## src/rtl/conf_uart_tx_pkg.sv

```systemverilog
// Shared configuration-UART definitions: sizes, bit timing, tx state encoding.
// Also defines the CONF_BUS_W flattened-bus width macro.
`ifndef CONF_UART_TX_PKG_SV
`define CONF_UART_TX_PKG_SV

`define CONF_BUS_W(n) ((n) * 8)

package conf_uart_tx_pkg;

    localparam int unsigned CLK_FREQ_HZ      = 50_000_000;
    localparam int unsigned BAUD_RATE        = 9600;
    localparam int unsigned BIT_CLK_MAX      = CLK_FREQ_HZ / BAUD_RATE;
    localparam int unsigned CONF_PAR_MAX     = 4;
    localparam int unsigned DATA_BIT_CNT_MAX = 8;

    typedef enum logic [1:0] {
        IDLE,
        START_BIT,
        DATA_BITS,
        STOP_BIT
    } tx_state_t;

endpackage

`endif

```

## src/rtl/uart_baud_tick.sv

```systemverilog
// Bit-time counter: counts 0..CNT_MAX-1, one-cycle tick on the wrap.
// Synchronous clear holds it at zero; shared by the tx and rx sides.
module uart_baud_tick #(
    parameter int unsigned CNT_MAX = 5208
) (
    input  logic clk,
    input  logic rst_n,
    input  logic clr,
    output logic tick
);

    localparam int unsigned W = (CNT_MAX > 1) ? $clog2(CNT_MAX) : 1;

    logic [W-1:0] cnt;

    assign tick = (cnt == W'(CNT_MAX - 1));

    always_ff @(posedge clk or negedge rst_n) begin
        if (!rst_n) begin
            cnt <= '0;
        end else if (clr || tick) begin
            cnt <= '0;
        end else begin
            cnt <= cnt + W'(1);
        end
    end

endmodule

```

## src/rtl/conf_uart_tx.sv

```systemverilog
// Configuration readback UART: snapshots the parameter bytes and sends them 8N1.
// Define CONF_TX_CHECKSUM_EN to append an XOR checksum frame.
module conf_uart_tx
    import conf_uart_tx_pkg::*;
#(
    parameter int unsigned CONF_PAR_MAX = conf_uart_tx_pkg::CONF_PAR_MAX,
    parameter int unsigned BIT_CLK_MAX  = conf_uart_tx_pkg::BIT_CLK_MAX
) (
    input  logic                                 clk,
    input  logic                                 rst_n,
    input  logic                                 start,
    input  logic [`CONF_BUS_W(CONF_PAR_MAX)-1:0] par_data,
    output logic                                 uart_tx,
    output logic                                 busy,
    output logic                                 done
);

`ifdef CONF_TX_CHECKSUM_EN
    localparam int unsigned N_FRAMES = CONF_PAR_MAX + 1;
`else
    localparam int unsigned N_FRAMES = CONF_PAR_MAX;
`endif
    localparam int unsigned IDX_W = $clog2(N_FRAMES + 1);
    localparam logic [IDX_W-1:0] LAST_IDX = IDX_W'(N_FRAMES - 1);
    localparam logic [2:0] LAST_BIT = 3'(DATA_BIT_CNT_MAX - 1);

    tx_state_t                            state;
    logic [`CONF_BUS_W(CONF_PAR_MAX)-1:0] shadow;
    logic [IDX_W-1:0]                     idx;
    logic [2:0]                           bit_idx;
    logic [7:0]                           cur_byte;
    logic                                 tick;

    uart_baud_tick #(
        .CNT_MAX(BIT_CLK_MAX)
    ) u_baud (
        .clk  (clk),
        .rst_n(rst_n),
        .clr  (state == IDLE),
        .tick (tick)
    );

`ifdef CONF_TX_CHECKSUM_EN
    logic [7:0] csum;

    always_comb begin
        csum = '0;
        for (int k = 0; k < int'(CONF_PAR_MAX); k++) begin
            csum = csum ^ shadow[k*8 +: 8];
        end
    end
`endif

    always_comb begin
        cur_byte = '0;
        for (int k = 0; k < int'(CONF_PAR_MAX); k++) begin
            if (idx == IDX_W'(k)) cur_byte = shadow[k*8 +: 8];
        end
`ifdef CONF_TX_CHECKSUM_EN
        if (idx == IDX_W'(CONF_PAR_MAX)) cur_byte = csum;
`endif
    end

    always_ff @(posedge clk or negedge rst_n) begin
        if (!rst_n) begin
            state   <= IDLE;
            shadow  <= '0;
            idx     <= '0;
            bit_idx <= '0;
            uart_tx <= 1'b1;
            busy    <= 1'b0;
            done    <= 1'b0;
        end else begin
            done <= 1'b0;
            unique case (state)
                IDLE: begin
                    if (start) begin
                        shadow  <= par_data;
                        idx     <= '0;
                        bit_idx <= '0;
                        uart_tx <= 1'b0;
                        busy    <= 1'b1;
                        state   <= START_BIT;
                    end
                end
                START_BIT: begin
                    if (tick) begin
                        uart_tx <= cur_byte[0];
                        bit_idx <= '0;
                        state   <= DATA_BITS;
                    end
                end
                DATA_BITS: begin
                    if (tick) begin
                        if (bit_idx == LAST_BIT) begin
                            uart_tx <= 1'b1;
                            state   <= STOP_BIT;
                        end else begin
                            bit_idx <= bit_idx + 3'd1;
                            uart_tx <= cur_byte[bit_idx + 3'd1];
                        end
                    end
                end
                STOP_BIT: begin
                    if (tick) begin
                        if (idx != LAST_IDX) begin
                            idx     <= idx + IDX_W'(1);
                            uart_tx <= 1'b0;
                            state   <= START_BIT;
                        end else begin
                            done <= 1'b1;
                            // a held start chains the next dump with no idle gap
                            if (start) begin
                                shadow  <= par_data;
                                idx     <= '0;
                                bit_idx <= '0;
                                uart_tx <= 1'b0;
                                state   <= START_BIT;
                            end else begin
                                busy  <= 1'b0;
                                state <= IDLE;
                            end
                        end
                    end
                end
                default: state <= IDLE;
            endcase
        end
    end

endmodule

```

## config.mk

```make
export PLATFORM = sky130hd
export DESIGN_NAME = conf_uart_tx
export DESIGN_NICKNAME = d
export VERILOG_FILES = /design/src/rtl/conf_uart_tx_pkg.sv /design/src/rtl/uart_baud_tick.sv /design/src/rtl/conf_uart_tx.sv
export SDC_FILE = /design/constraint.sdc
export NUM_CORES = 1
export LEC_CHECK = 0
export BUFFER_PORTS_ARGS = -buffer_cell sky130_fd_sc_hd__buf_2
export CORE_MARGIN = 10
export CORE_UTILIZATION = 35
export CTS_BUF_LIST = sky130_fd_sc_hd__clkbuf_4
export DETAILED_ROUTE_END_ITERATION = 12
export SLEW_MARGIN = 25
export SYNTH_ARGS = -nofsm -noshare
export SYNTH_HDL_FRONTEND = slang
export SYNTH_SLANG_ARGS = --single-unit
export TNS_END_PERCENT = 5
```

## constraint.sdc

```tcl
create_clock -name clk -period 2.25 [get_ports clk]
set_input_delay 0.225 -clock clk [delete_from_list [all_inputs] [get_ports clk]]
set_output_delay 0.225 -clock clk [all_outputs]
set_load 0.05 [all_outputs]
```

Word level (Yosys, flattened, before mapping). Cells that the tools add are included. W data, S select, Z words.

Bits in registers: 56. Input bits: 35. Word-level logic and storage cells: 84.

$add $sub $neg: 3. Order comparisons: 1. Equality and inequality tests: 17. Multiplexer cells: 45. Reductions and logical operators: 10.

Operator list (number): $mux W32 (3); $pmux W32 S2 (1); $mux W8 (4); $mux W3 (9); $mux W1 (16); $reduce_and A5 Y1 (3); $add A13 B1 Y13 const B (1); $eq A13 B13 Y1 const B (1); $mux W13 (1); $pmux W3 S4 (1); $mux W2 (5); $ne A2 B2 Y1 const B (5); $pmux W2 S4 (1); $add A3 B1 Y3 const B (2); $eq A3 B2 Y1 const B (2); $ne A2 B1 Y1 const B (3); $pmux W3 S2 (1); $reduce_and A3 Y1 (2); $eq A2 B2 Y1 const B (2); $lt A3 B4 Y1 const B (1); $pmux W1 S4 (1); $bmux W1 S3 (1); $eq A3 B1 Y1 const B (1); $eq A3 B3 Y1 const B (1); 8 further kinds (8).

Depth between registers and ports, before layout. Gate-level depths: netlist of the first run.

Depth in word-level cells: 10. Mapped depth: 8. Depth with buffers taken out: 7.

Hierarchy. From an unflattened synthesis of the first run, not the netlist that was laid out.

Cell total of the unflattened synthesis: 266. Area, all modules: 2960.3 um^2.

By module, submodules not included: conf_uart_tx (instances 1, cells each 199, area an instance 2285.9 um^2, sequential area each 1077.3 um^2); uart_baud_tick (instances 1, cells each 67, area an instance 674.4 um^2, sequential area each 325.3 um^2).

Least setup slack after synthesis of the first run. OpenSTA, ideal clock, no wires.

Kind: register to register. Start: register u_baud.cnt[5]. End: register shadow[10]. Library setup time: 125 ps. Arrival: 1895 ps. Required time: 2125 ps. Slack: 230 ps. Cell stages (with the launch flop): 7. Buffers on the path: 1. Period minus slack after synthesis: 2020 ps. Cell sequence: dfrtp_1 > or4b_4 > nor4_4 > and2_4 > o21ai_4 > buf_6 > mux2_4.

Cells in the longest elaborated chain, start to end: 3.

RTL lines: from (decl) (RTL line uart_baud_tick.sv:14) `logic [W-1:0] cnt;`; from (signal assigned) (RTL line uart_baud_tick.sv:24) `cnt <= cnt + W'(1);`; $eq A13 B13 Y1 (RTL line uart_baud_tick.sv:16) `assign tick = (cnt == W'(CNT_MAX - 1));`; $ne A2 B1 Y1 (no line); $reduce_and A3 Y1 (no line); to (signal assigned) (RTL line conf_uart_tx.sv:78) `shadow <= par_data;`; to (signal assigned) (RTL line conf_uart_tx.sv:114) `shadow <= par_data;`; to (decl) (RTL line conf_uart_tx.sv:28) `` logic [`CONF_BUS_W(CONF_PAR_MAX)-1:0] shadow; ``.

No other way between the ends. A chain may end at the register's enable or synchronous reset.

Worst setup path in the final report of the first run.
Start: register u_baud.cnt[0]. End: register shadow[29].

The elaborated chain is that of the path after synthesis.

==> results of run 1 <==
==> stage by stage <==
stage	power, mW	instance area [um^2]	worst slack [ns]	utilization [%]	instances
after CTS	1.54	3460	0.0303	41.5	421
after global placement	1.09	3400	0.0593	40.7	413
final	1.52	3480	0.167	41.7	422
after detailed placement	1.09	3400	0.0146	40.7	413
after global routing	1.58	3480	0.0522	41.7	422
after floorplan	1.03	3030	0.230	-	272
==> cells by family (layout without fill, tap and decap cells) <==
logic type / count (synthesis) / in the layout / synth area share [%]
mux: 33 / 33 / 16.0
fa+ha+maj: 11 / 11 / 4.54
flops: 56 / 56 / 46.2
simple gates: 89 / 89 / 15.6
buf+inv: 21 / 65 / 3.34
other cells: 0 / 1 / 0
xor+xnor: 7 / 7 / 2.02
compound gates: 55 / 55 / 12.3
==> state kept, by name, summed over array words and instances (netlist names) <==
name	cells
idx	3
u_baud.cnt	13
done	1
bit_idx	3
shadow	32
busy	1
state	2
uart_tx	1
==> synthesized netlist by cell type, drive strengths merged, types with 2 or more instances <==
master / count
mux2: 33
o211ai: 6
nor2: 16
ha: 11
nand3: 6
nor3: 4
nor2b: 8
dfrtp: 55
nor3b: 3
and3: 2
a211oi: 2
xor2: 6
inv: 10
a31oi: 2
nand2b: 2
nand3b: 3
clkbuf: 8
a21oi: 14
nand4: 2
nand2: 31
o21ai: 14
buf: 3
and2: 2
o31ai: 2
a2111oi: 3
or3: 5
==> metal layers <==
metal | track usage (%) | vias to the layer above
met5 | 0 | -
met4 | 3.81 | 0
met3 | 1.69 | 6
met2 | 15.7 | 26
met1 | 13.6 | 1060
li1 | - | 1059
==> worst max-delay path, cell delays in order (launching register included) <==
cell,delay [ns]
dfrtp_1,0.41
ha_1,0.23
nand4b_1,0.25
nor4_4,0.32
and2_4,0.20
o21ai_4,0.08
buf_12,0.18
mux2_4,0.30
==> power by group through the flow <==
stage          combinational (mW)  clock [mW]  sequential (mW)
4_1_cts                    0.0629       0.472             1.01
5_1_grt                    0.0698       0.502             1.01
3_5_place_dp               0.0616           0             1.03
2_1_floorplan             0.00291           0             1.03
3_3_place_gp               0.0597           0             1.03
6_report                   0.0600       0.451             1.01
==> timing repair <==
action / in CTS / in global routing
gates resized for setup: 1 / 3
gates cloned: 0 / 0
setup endpoints to repair: 1 / 1
hold endpoints to repair: 25 / 0
hold buffers: 1 / 0
==> area by class of cell <==
cell class,count,area (um^2)
flip-flops and latches,56,1400
repair buffers,48,308
clock inverters,1,8.76
diodes,1,2.50
multi-input cells,195,1540
fillers,842,4860
inverters,10,37.5
well taps,105,131
clock buffers,6,45.0
==> path summary, 6_finish.rpt <==
| kind | start | to | slack (ns) |
|---|---|---|---|
| worst max-delay path | u_baud.cnt[0] | shadow[29] | 0.17 |
| worst min-delay path | par_data[16] | shadow[16] | 0.06 |
| worst max register to register | u_baud.cnt[0] | shadow[29] | 0.17 |
| worst min register to register | u_baud.cnt[0] | u_baud.cnt[0] | 0.49 |
| max in group asynchronous | rst_n | uart_tx | 1.22 |
| min in group asynchronous | rst_n | shadow[7] | 0.38 |
==> layout by cell type (no fill, tap or decap), types with 3 or more instances in the layout <==
cell / n
buf_2: 37
o21ai_0: 13
o211ai_1: 6
buf_12: 3
clkbuf_4: 6
mux2_2: 3
a21oi_1: 14
buf_4: 7
nand3_1: 6
nand3b_1: 3
nor2b_1: 8
dfrtp_1: 55
mux2_4: 30
nand2_1: 31
xor2_1: 6
nor3_1: 4
nor2_1: 16
nor3b_1: 3
inv_1: 10
or3_1: 5
ha_1: 9
==> flow_metrics.py, run 1 <==
metrics = {
    "run_status": {
        "run_status": "finished clean",
    },
    "routing": {
        "viasPerCell": 5.10,
        "post_drt_wl_per_cell_um": 15.1,
        "remaining_drc_errors": 0,
        "drt_iter0_markers": 61,
        "vias": 2151,
        "wl_met3_um": 107,
        "drtAntennaViolNets": 0,
        "dr.max_layer_used": "met4",
        "finalWirelength_um": 6360,
        "wl_met2_um": 2950,
        "drt_first_pass_iters": 4,
        "wl_met1_um": 3210,
    },
    "clock_network": {
        "clk_pin_slew_ns": 0.16,
        "post_cts_buffers": 0,
        "cts_root_buf": "clkbuf_4",
        "cts.htree.levels": 2,
        "clock_latency_ns": 0.38,
        "cts_sinks": 56,
        "cts_buffer_depth": 2,
        "cts-buffers-inserted": 5,
        "cts_tree": "yes",
    },
    "sta": {
        "hold_viol": 0,
        "min_period_over_period_pct": 92.6,
        "worstMarginPinSlew_ns": 0.617,
        "slew_headroom_pct": 58.9,
        "max_freq_mhz": 480,
        "fin_crit_ns": 2.08,
        "fin_setup_tns_ns": 0,
        "fin_skew_ns": 0.0105,
        "rsz0062_at_grt": "false",
        "setup_violations": 0,
        "finalMaxSlewViolations": 0,
        "whs_ns": 0.0592,
    },
    "die": {
        "die_x_um": 113,
        "dieArea_um2": 12800,
        "die_y_um": 113,
        "ioPinCount": 38,
        "core_area_um2": 8340,
        "rows": 33,
        "start_util_pct": 36.4,
    },
    "synth": {
        "synth_edf_count": 0,
        "syn-num-nets": 318,
        "ys_types": 49,
        "async_flop_share_pct": 100,
        "synth-main-ff-cell": "dfrtp_1",
        "syn_inst": 272,
        "synth-seq-cells": 56,
        "ys_seq_area_share_pct": 46.2,
        "synth_top_cell_by_area": "dfrtp_1",
        "synth_area_leaders": "dfrtp_1, mux2_4, ha_1",
        "netlist_area_um2": 3030,
        "syn_area_per_cell_um2": 11.2,
        "synth_top_cell_area_share_pct": 45.4,
        "yosysWarnings": 0,
    },
    "global_route": {
        "grt-ovfl-total": 0,
        "grt_pass1_wl_um": 10800,
        "antenna_found_initial": 1,
        "grt_max_degree": 32,
        "track_usage_pct": 10.1,
        "grt_pass1_vias": 2181,
    },
    "cells_and_area": {
        "drive_gt1_share_pct": 31.3,
        "fin_nets": 362,
        "area_growth_pct": 14.6,
    },
    "pwr": {
        "p_sw_mw": 0.349,
        "p_per_area_nw_per_um2": 437,
        "pwr-share-comb_pct": 4.0,
        "internal_power_mw": 1.17,
        "p_leak_nw": 1.70,
        "power_frac_seq_pct": 66.4,
        "switching_share_pct": 23.0,
        "ir_drop_mv": 0.197,
        "p_clk_share_pct": 29.7,
    },
    "worst_hold_path": {
        "whs_path_depth": 2,
        "hold_class": "primary input to register",
    },
    "setup_path": {
        "critPathRequiredTime_ns": 2.53,
        "cp_max_fo": 18,
        "crit_type": "register to register",
        "r2r_cells": 7,
        "start_kind": "register",
        "crit_arrival_ns": 2.37,
        "critPathCaptureType": "register",
    },
    "run": {
        "maxCapViolCount": 0,
    },
    "placed_design": {
        "numPortBuffers": 37,
        "gp_congestion": 0.734,
        "hpwl_um": 4850,
    },
}
(Power assumes the default switching activity.)
==> run 2: changes to the inputs <==
- ABC_AREA: not set -> 1
==> flow_metrics.py, run 2 <==
metrics = {
    "pwr": {
        "pwr-share-comb_pct": 3.6,
        "switching_share_pct": 21.9,
        "ir_drop_mv": 0.224,
        "power.total_mw": 1.62,
        "p_clk_share_pct": 34.2,
        "p_per_area_nw_per_um2": 455,
        "internal_power_mw": 1.26,
        "p_sw_mw": 0.355,
        "p_leak_nw": 1.86,
        "power_frac_seq_pct": 62.2,
    },
    "synth": {
        "ys_seq_area_share_pct": 44.1,
        "syn_inst": 361,
        "synth.most_common_cell": "nand2_1",
        "async_flop_share_pct": 100,
        "synth_top_cell_by_area": "dfrtp_1",
        "syn_area_per_cell_um2": 8.81,
        "synth_area_leaders": "dfrtp_1, mux2_4, nand2_1",
        "yosysWarnings": 0,
        "ys_types": 33,
        "syn-num-nets": 407,
        "synth-seq-cells": 56,
        "synthTopCellsByCount": "nand2_1, dfrtp_1, inv_1",
        "synth-main-ff-cell": "dfrtp_1",
        "netlist_area_um2": 3180,
        "synth_top_cell_area_share_pct": 43.3,
        "synth_edf_count": 0,
    },
    "die": {
        "die_y_um": 115,
        "start_util_pct": 36.3,
        "die_x_um": 115,
        "rows": 34,
        "ioPinCount": 38,
        "core_area_um2": 8760,
        "dieArea_um2": 13300,
    },
    "cells_and_area": {
        "regMostFlops": "shadow",
        "drive_gt1_share_pct": 29.3,
        "fin_nets": 448,
        "final_common_cell": "nand2_1",
        "n_antenna_cell": 0,
        "n_fill_cell": 893,
        "area_growth_pct": 12.0,
        "final_cell_mix": "nand2_1, inv_1, dfrtp_1",
        "largest_reg_flops": 32,
        "largestRegisters": "shadow (32), u_baud.cnt (13)",
    },
    "placed_design": {
        "gp_congestion": 0.886,
        "place_worst_setup_slack_ns": 0.358,
        "numPortBuffers": 37,
        "hpwl_um": 5220,
    },
    "setup_path": {
        "crit_type": "register to register",
        "reg2reg_setup_slack_ns": 0.34,
        "rr_endpoint": "shadow[17]",
        "r2r_cells": 8,
        "start_kind": "register",
        "r2r-start": "state[0]",
        "critPathRequiredTime_ns": 2.52,
        "crit_arrival_ns": 2.18,
        "cp_max_fo": 25,
        "critPathCaptureType": "register",
    },
    "global_route": {
        "grt_pass1_vias": 2481,
        "antenna_found_initial": 0,
        "grt-ovfl-total": 0,
        "grt_pass1_wl_um": 11500,
        "track_usage_pct": 10.3,
        "grt_max_degree": 37,
    },
    "sta": {
        "setup_violations": 0,
        "fin_skew_ns": 0.0149,
        "min_period_over_period_pct": 85.0,
        "timing.final.ws_setup_ns": 0.339,
        "finalMaxSlewViolations": 0,
        "slew_headroom_pct": 45.4,
        "hold_viol": 0,
        "fin_setup_tns_ns": 0,
        "max_freq_mhz": 523,
        "worstMarginPinSlew_ns": 0.818,
        "rsz0062_at_grt": "false",
        "fin_crit_ns": 1.91,
    },
    "routing": {
        "viasPerCell": 4.72,
        "drtAntennaViolNets": 0,
        "remaining_drc_errors": 0,
        "drt_first_pass_iters": 4,
        "finalWirelength_um": 6640,
        "post_drt_wl_per_cell_um": 13.0,
        "drt_iter0_markers": 82,
        "vias": 2411,
    },
    "clock_network": {
        "cts_buffer_depth": 2,
        "cts_tree": "yes",
        "clk_pin_slew_ns": 0.17,
        "cts.htree.levels": 2,
        "cts_resized": 0,
        "cts_root_buf": "clkbuf_4",
        "cts_sinks": 56,
        "clock_latency_ns": 0.38,
        "cts-buffers-inserted": 5,
    },
    "worst_hold_path": {
        "hold_start": "par_data[9]",
        "hold_class": "primary input to register",
        "hold-path-endpoint": "shadow[9]",
        "whs_path_depth": 2,
    },
    "run": {
        "maxCapViolCount": 0,
    },
    "run_status": {
        "run_status": "finished clean",
    },
}
==> run 2: worst max path at each step <==
stage | startpoint | to | slack, ns | cells past startpoint
floorplan | state[0] | shadow[15] | 0.57 | 8
finish | state[0] | shadow[17] | 0.34 | 8
global route | idx[0] | uart_tx | 0.0008 | 14
detailed placement | state[0] | shadow[8] | 0.36 | 8
CTS | state[0] | shadow[21] | 0.33 | 8
global placement | state[1] | shadow[12] | 0.36 | 8
==> run 2: critical path, cell delays in order (launching register included) <==
cell and delay (ns):
dfrtp_1 0.45, ha_1 0.33, nand2_1 0.13, nor2_2 0.04
a21oi_1 0.15, inv_2 0.06, nand3_2 0.11, buf_12 0.22
mux2_4 0.32
==> run 2: timing repair <==
| action | CTS | global route |
|---|---|---|
| endpoints found under the hold margin | 33 | 0 |
| hold buffers | 1 | 0 |
| buffers inserted | 0 | 0 |
==> run 2: metrics by stage <==
stage	utilization, %	instances	instance area [um^2]	hold WS (ns)
final	40.6	511	3560	0.0578
after global placement	39.6	502	3470	0.378
after CTS	40.6	511	3560	0.0431
after floorplan	-	361	3180	-0.0706
after global routing	40.6	511	3560	0.0273
after detailed placement	39.6	502	3470	0.383
==> run 2: layout make-up <==
cell class | count | area (um^2) | area share, %
Multi-Input combinational cell | 236 | 1470 | 41.4
Sequential cell | 56 | 1400 | 39.4
Timing Repair Buffer | 43 | 245 | 6.88
Inverter | 60 | 225 | 6.32
Tap cell | 108 | 135 | 3.79
Clock inverter | 3 | 42.5 | 1.19
Clock buffer | 5 | 37.5 | 1.05
==> run 2: power by group through the flow <==
stage / Clock (mW) / Sequential (mW) / Combinational (mW)
3_5_place_dp: 0 / 1.03 / 0.0601
5_1_grt: 0.609 / 1.01 / 0.0684
4_1_cts: 0.573 / 1.01 / 0.0616
6_report: 0.554 / 1.01 / 0.0585
3_3_place_gp: 0 / 1.03 / 0.0593
2_1_floorplan: 0 / 1.03 / 0.00273
==> run 2: metal layers <==
layer | vias up | part of all wire (%) | wire length [um] | GRT usage (%)
li1 | 1229 | - | - | -
met4 | 0 | 1.7 | 112 | 3.05
met5 | - | 0 | 0 | 0
met1 | 1115 | 49 | 3220 | 13.3
met2 | 57 | 46 | 3020 | 16.6
met3 | 10 | 4.2 | 281 | 2.60
==> run 2: logic make-up (layout without fill, tap and decap cells) <==
logic type	after synthesis	in the layout	synth area share, %
adder cells (fa/ha/maj)	11	11	4.33
multiplexers	17	17	8.03
AND/OR/NAND/NOR	152	152	23.0
XOR/XNOR	1	1	0.276
AO/OA/AOI/OAI	55	55	10.7
flip-flops	56	56	44.1
buffers and inverters	69	111	9.52
